--- src/rtl/inst_fetch.sv ---
`default_nettype none
// ============================================================================
// Module   : inst_fetch
// Purpose  : Instruction-fetch stage. Holds the PC, drives the instruction ROM
//            and registers each fetched word with its PC into IF/ID.
// Revision : 1.0 - initial release
// ============================================================================
module inst_fetch #(
    parameter logic [15:0] RESET_PC  = 16'h0000,
    parameter int unsigned MEM_WORDS = 1024
) (
    input  logic        clk,
    input  logic        rst,
    input  logic        stall,
    input  logic        branch_en,
    input  logic [15:0] branch_target,
    input  logic [15:0] rom_inst,
    output logic        rom_ce,
    output logic [15:0] rom_addr,
    output logic [15:0] id_pc,
    output logic [15:0] id_inst,
    output logic        id_valid,
    output logic        halted
);

    typedef enum logic [1:0] {
        IDLE = 2'd0,
        RUN  = 2'd1,
        HALT = 2'd2
    } state_t;

    state_t      state_q, state_d;
    logic [15:0] pc_q, pc_d;
    logic [15:0] id_pc_q, id_pc_d;
    logic [15:0] id_inst_q, id_inst_d;
    logic        id_valid_q, id_valid_d;
    logic        rom_ce_q;
    logic        halted_q;
    logic        pc_oob;

    // Widened compare so MEM_WORDS = 65536 means "every PC is legal".
    assign pc_oob = (32'(pc_q) >= MEM_WORDS);

    always_comb begin
        state_d    = state_q;
        pc_d       = pc_q;
        id_pc_d    = id_pc_q;
        id_inst_d  = id_inst_q;
        id_valid_d = id_valid_q;

        case (state_q)
            IDLE: begin
                state_d = RUN;
            end
            RUN: begin
                if (stall) begin
                    // Hold everything; decode keeps any branch request asserted.
                end else if (branch_en) begin
                    pc_d       = branch_target;
                    id_pc_d    = 16'h0000;
                    id_inst_d  = 16'h0000;
                    id_valid_d = 1'b0;
                end else if (pc_oob) begin
                    state_d    = HALT;
                    id_pc_d    = 16'h0000;
                    id_inst_d  = 16'h0000;
                    id_valid_d = 1'b0;
                end else begin
                    id_pc_d    = pc_q;
                    id_inst_d  = rom_inst;
                    id_valid_d = 1'b1;
                    pc_d       = pc_q + 16'd1;
                end
            end
            HALT: begin
                if (branch_en && !stall) begin
                    pc_d    = branch_target;
                    state_d = RUN;
                end
            end
            default: begin
                state_d = IDLE;
            end
        endcase
    end

    always_ff @(posedge clk) begin
        if (rst) begin
            state_q    <= IDLE;
            pc_q       <= RESET_PC;
            id_pc_q    <= 16'h0000;
            id_inst_q  <= 16'h0000;
            id_valid_q <= 1'b0;
            rom_ce_q   <= 1'b0;
            halted_q   <= 1'b0;
        end else begin
            state_q    <= state_d;
            pc_q       <= pc_d;
            id_pc_q    <= id_pc_d;
            id_inst_q  <= id_inst_d;
            id_valid_q <= id_valid_d;
            rom_ce_q   <= (state_d == RUN);
            halted_q   <= (state_d == HALT);
        end
    end

    assign rom_ce   = rom_ce_q;
    assign rom_addr = pc_q;
    assign id_pc    = id_pc_q;
    assign id_inst  = id_inst_q;
    assign id_valid = id_valid_q;
    assign halted   = halted_q;

endmodule
`default_nettype wire

--- config.mk ---
export PLATFORM = sky130hd
export DESIGN_NAME = inst_fetch
export DESIGN_NICKNAME = d
export VERILOG_FILES = /design/src/rtl/inst_fetch.sv
export SDC_FILE = /design/constraint.sdc
export NUM_CORES = 1
export LEC_CHECK = 0
export CORE_MARGIN = 5
export CORE_UTILIZATION = 44
export DETAILED_ROUTE_END_ITERATION = 16
export PLACE_DENSITY_LB_ADDON = 0.1
export SLEW_MARGIN = 20
export SYNTH_ARGS = -nofsm -noshare
export SYNTH_HDL_FRONTEND = slang
export SYNTH_SLANG_ARGS = --single-unit
--- constraint.sdc ---
create_clock -name clk -period 2.2 [get_ports clk]
set_clock_uncertainty 0.05 [all_clocks]
set_input_delay 0.22 -clock clk [delete_from_list [all_inputs] [get_ports clk]]
set_output_delay 0.22 -clock clk [all_outputs]
set_load 0.03 [all_outputs]
Word level (Yosys, flattened, before mapping)

Cells that the tools add are included.
Widths: inputs -> output; s select.

Register bits after elaboration: 53
Output and inout bits: 51
Word-level logic and storage cells: 39

Add/sub/neg operators: 1
Magnitude comparators: 1
Eq/ne operators: 7
Mux-type cells: 16
Bitwise operators: 1
Reduce and logical (&&, ||, !) cells: 6

Operators by type and width:

| operator              | number |
|---|---|
| $mux 16               | 8 |
| $pmux 16 s2           | 1 |
| $add 16x1->16 const B | 1 |
| $ge 16x11->1 const B  | 1 |
| $mux 2                | 4 |
| $pmux 2 s3            | 1 |
| $eq 2x1->1 const B    | 2 |
| $eq 2x2->1 const B    | 2 |
| $ne 2x2->1 const B    | 2 |
| $reduce_and 4->1      | 1 |
| $ne 3x3->1 const B    | 1 |
| $logic_not 2->1       | 1 |
| $mux 1                | 2 |
| $reduce_and 2->1      | 1 |
| $reduce_bool 2->1     | 1 |
| $logic_and 1x1->1     | 1 |
| $logic_not 1->1       | 1 |
| $not 1->1             | 1 |

Longest topological paths before layout

Word-level depth: 6
Depth in mapped cells: 7
Mapped depth without buffers: 5

Least setup slack after synthesis

Ideal clock, no wire load.

Path kind: reg2reg
Start point: register pc_q[0], in the netlist rom_addr[0]
End point: register pc_q[6], in the netlist rom_addr[6]
Setup time: 0.119 ns
Data arrival time: 1.636 ns
Data required time: 2.031 ns
Path slack: 0.395 ns
Cell stages (with the launch flop): 6
Buffers on the path: 0
Period minus slack after synthesis: 1.805 ns
Cell sequence: dfxtp_1 > ha_1 > and3_1 > nand2_1 > mux2_2 > o221a_2

Cells in the longest elaborated chain, start to end: 5
Elaborated cells on any way between the ends: 8

Ends and longest elaborated chain:

| element                  | RTL line | text |
|---|---|---|
| start: declaration       | 33       | `logic [15:0] pc_q, pc_d;` |
| start signal: assignment | 98       | `pc_q <= pc_d;` |
| $add 16x1->16            | 72       | `pc_d = pc_q + 16'd1;` |
| $mux 16                  | 63       | `end else if (pc_oob) begin` |
| $mux 16                  | 58       | `end else if (branch_en) begin` |
| $mux 16                  | 56       | `if (stall) begin` |
| $pmux 16 s2              | 51       | `case (state_q)` |

Parallel ways exist; a longest one is shown, timed or not. The select of a mux whose other input is x is not followed.
A chain may end at the register's enable or synchronous reset.

Worst setup path after layout

Start point: register pc_q[10], in the netlist rom_addr[10]
End point: register pc_q[9], in the netlist rom_addr[9]

Cells in the longest elaborated chain, start to end: 3

Ends and longest elaborated chain:

| element                    | RTL line | text |
|---|---|---|
| $ge 16x11->1               | 42       | `assign pc_oob = (32'(pc_q) >= MEM_WORDS);` |
| $ne 3x3->1 (no line)       | -        |  |
| $reduce_and 4->1 (no line) | -        |  |

Every way passes these cells.

==> insert_results.sql <==
INSERT INTO impl_metrics (metric_group, metric, value, unit) VALUES
('global_routing', 'first_pass_grt_wire_length', '10.7', 'mm'),
('sta', 'maxSlewViolCount', '0', ''),
('synth', 'postSynthNetCount', '296', ''),
('critical_path', 'worst_case_register_to_register_setup_slack', '0.18', 'ns'),
('die', 'design.portCount', '87', ''),
('finish', 'fin_util', '65.9', '%'),
('status', 'status', 'completed', ''),
('place', 'gp_routability_congestion', '0.868', ''),
('clock_tree', 'cts.root.buffer_cell', 'clkbuf_8', ''),
('critical_path', 'cp-end-kind', 'register', ''),
('clock_tree', 'numCtsBuffers', '5', ''),
('synth', 'count_of_yosys_warnings_during_synthesis', '0', ''),
('min_path', 'timing.hold.worst.start', 'id_pc[11]', ''),
('clock_tree', 'tritoncts', 'yes', ''),
('critical_path', 'critical_path.startpoint_type', 'register', ''),
('clock_tree', 'clk_transition_reported_paths', '0.09', 'ns'),
('critical_path', 'crit_required', '2.36', 'ns'),
('die', 'fp.dieW', '82.7', 'um'),
('synth', 'ys_seq_area_share', '45.6', '%'),
('synth', 'avgSynthCellArea', '9.01', 'um^2'),
('critical_path', 'data_arrival_at_the_endpoint_of_the_critical_path', '2.18', 'ns'),
('clock_tree', 'quantity_of_hold_fixing_buffers_added_after_cts', '0', ''),
('synth', 'synth_cell_types', '43', ''),
('synth', 'top_flip_flop_cell_by_instance_count_after_synthesis', 'dfxtp_1', ''),
('sta', 'worst_hold_slack', '0.435', 'ns'),
('synth', 'synth_seq_cells', '53', ''),
('global_routing', 'grt_pass1_vias', '2193', ''),
('critical_path', 'regToRegStartpoint', 'rom_addr[10]', ''),
('sta', 'layout_min_cycle_time', '2.02', 'ns'),
('clock_tree', 'ctsResizeCount', '0', ''),
('finish', 'layout_area_growth_over_synthesis', '44.8', '%'),
('synth', 'netlist_instances', '258', ''),
('die', 'row_count', '26', ''),
('finish', 'filler_cell_count', '455', ''),
('route', 'vias_per_cell', '5.82', ''),
('die', 'dieHeight', '82.7', 'um'),
('clock_tree', 'number_of_buffers_inserted_by_post_cts_setup_repair', '0', ''),
('sta', 'period_share', '91.8', '%'),
('die', 'design.die.area', '6840', 'um^2'),
('route', 'detail_route.iter0.violations', '143', ''),
('finish', 'drive_gt1_share', '7.92', '%'),
('sta', 'clock.fmax', '0.495', 'GHz'),
('synth', 'netlist_area', '2320', 'um^2'),
('pwr', 'cellLeakagePower', '0.00119', 'uW'),
('finish', 'n_antenna_cell', '0', ''),
('sta', 'fin_tns_setup', '0', 'ns'),
('critical_path', 'timing_worst_setup_path_type', 'register to register', ''),
('clock_tree', 'cts_max_path_buffers', '2', ''),
('clock_tree', 'worst_skew_pair.late_latency', '0.30', 'ns'),
('clock_tree', 'clock_sinks', '53', ''),
('place', 'dpl_worst_slack', '0.229', 'ns'),
('synth', 'ys_async_sr_fraction', '0', '%'),
('sta', 'finalSetupViolations', '0', ''),
('die', 'core_region_area', '5110', 'um^2'),
('route', 'routed_wirelength', '6.67', 'mm'),
('sta', 'tightestPinTransition', '0.659', 'ns'),
('route', 'routed_wire_length_per_instance', '16.2', 'um'),
('route', 'first_pass_iters', '4', ''),
('clock_tree', 'cts-htree-levels', '2', ''),
('sta', 'slew_headroom', '55.6', '%'),
('job', 'drv.max_cap_violation_count', '0', ''),
('critical_path', 'timing.critical_path.fanout_max', '6', ''),
('critical_path', 'worst_setup_path_start', 'rom_addr[10]', ''),
('pwr', 'worst_ir_drop_vdd', '0.433', 'mV'),
('global_routing', 'grt_remaining_overflow', '0', ''),
('sta', 'setup_slack', '0.180', 'ns'),
('route', 'number_of_design_rule_violations_left_after_detail_routing', '0', ''),
('route', 'postRouteAntennaNets', '0', ''),
('place', 'port_buffers', '86', ''),
('synth', 'synth-edff-count', '0', ''),
('place', 'dp_hpwl', '4.85', 'mm'),
('sta', 'final_hold_viol_count', '0', ''),
('finish', 'finalNetCount', '378', ''),
('global_routing', 'globalRouteTotalUtil', '20.3', '%'),
('global_routing', 'largest_net_degree_at_the_start_of_global_routing', '34', ''),
('die', 'start_util', '45.5', '%'),
('global_routing', 'grt_antenna_before_repair', '0', ''),
('min_path', 'hp-class', 'register to register', ''),
('route', 'routed-via-count', '2390', ''),
('sta', 'grt_setup_unrepaired', 'no', ''),
('pwr', 'power.density_cell_area', '589', 'nW/um^2');
==> cell usage after synthesis (all sizes together), types with 2 or more instances <==
cell | n | area, um^2
and3 | 12 | 75.1
nor4 | 2 | 18.8
o32ai | 6 | 52.6
a221oi | 8 | 70.1
o41a | 2 | 22.5
nor3 | 2 | 10.0
clkbuf | 18 | 67.6
a211oi | 4 | 30.0
a22oi | 26 | 195
buf | 8 | 47.5
mux2 | 2 | 22.5
nand3 | 15 | 75.1
inv | 5 | 18.8
o31a | 6 | 52.6
nand4 | 3 | 18.8
nor4b | 2 | 17.5
o31ai | 5 | 37.5
nor2 | 31 | 116
dfxtp | 53 | 1060
o221a | 3 | 33.8
ha | 2 | 25.0
nor2b | 3 | 18.8
nand2 | 8 | 30.0
a21oi | 5 | 25.0
o21ai | 12 | 60.1
==> final cells by class <==
cell class | count | area, um^2 | share of cell area [%]
Multi-Input combinational cell | 174 | 1130 | 33.6
Clock inverter | 1 | 7.51 | 0.223
Clock buffer | 7 | 76.3 | 2.27
Sequential cell | 53 | 1060 | 31.5
Tap cell | 70 | 87.6 | 2.60
Inverter | 5 | 18.8 | 0.557
Timing Repair Buffer | 101 | 986 | 29.3
==> critical path, cell delays in order, from the launching register on <==
cell,delay (ns)
dfxtp_1,0.38
nor4_2,0.45
nand3_1,0.25
buf_4,0.22
a221o_1,0.34
a221oi_1,0.24
==> state kept, by name, indices dropped and copies added, names as in the netlist <==
signal	count
id_inst	16
id_valid	1
rom_addr	16
state_q	2
id_pc	16
rom_ce	1
halted	1
==> cell usage in the layout, fill, tap and decap left out, drive strengths merged, types with 3 or more instances in the layout <==
cell / netlist / layout
a22oi: 26 / 26
a221oi: 8 / 8
nor2b: 3 / 3
nand3: 15 / 15
o32ai: 6 / 6
inv: 5 / 5
o31ai: 5 / 5
a211oi: 4 / 4
o21ai: 12 / 12
buf: 8 / 15
nand4: 3 / 3
clkdlybuf4s50: 0 / 86
nand2: 8 / 8
and3: 12 / 12
clkbuf: 18 / 7
dfxtp: 53 / 53
o31a: 6 / 6
a21oi: 5 / 5
nor2: 31 / 31
o221a: 3 / 3
==> worst paths after layout <==
kind | to | cells after the start
worst max-delay path | rom_addr[9] | 5
worst min-delay path | id_pc[11] | 1
worst max register to register | rom_addr[9] | 5
worst min register to register | id_pc[11] | 1
==> kinds of logic after synthesis <==
family / Yosys count / share of synthesized area (%)
fa+ha+maj: 2 / 1.08
flops: 53 / 45.6
compound gates: 82 / 26.7
simple gates: 87 / 19.4
mux: 3 / 1.40
buf+inv: 31 / 5.76
==> metal layers <==
layer	routed length (um)	track usage, %	vias up
met4	62	6.05	0
met5	0	0	-
met1	2930	27.2	1146
li1	-	-	1133
met3	612	4.99	7
met2	3070	32.1	104
==> power breakdown <==
group | internal, uW | switching (uW)
sequential | 994 | 33.3
combinational | 198 | 226
clock | 226 | 305
total | 1420 | 564
==> stage by stage <==
stage	area [um^2]	power (uW)	std cells
final	3370	1980	411
after floorplan	2320	1280	258
after global placement	3280	1470	403
after detailed placement	3280	1470	403
after global routing	3370	2090	411
after CTS	3370	2000	411
(Power assumes the default switching activity.)
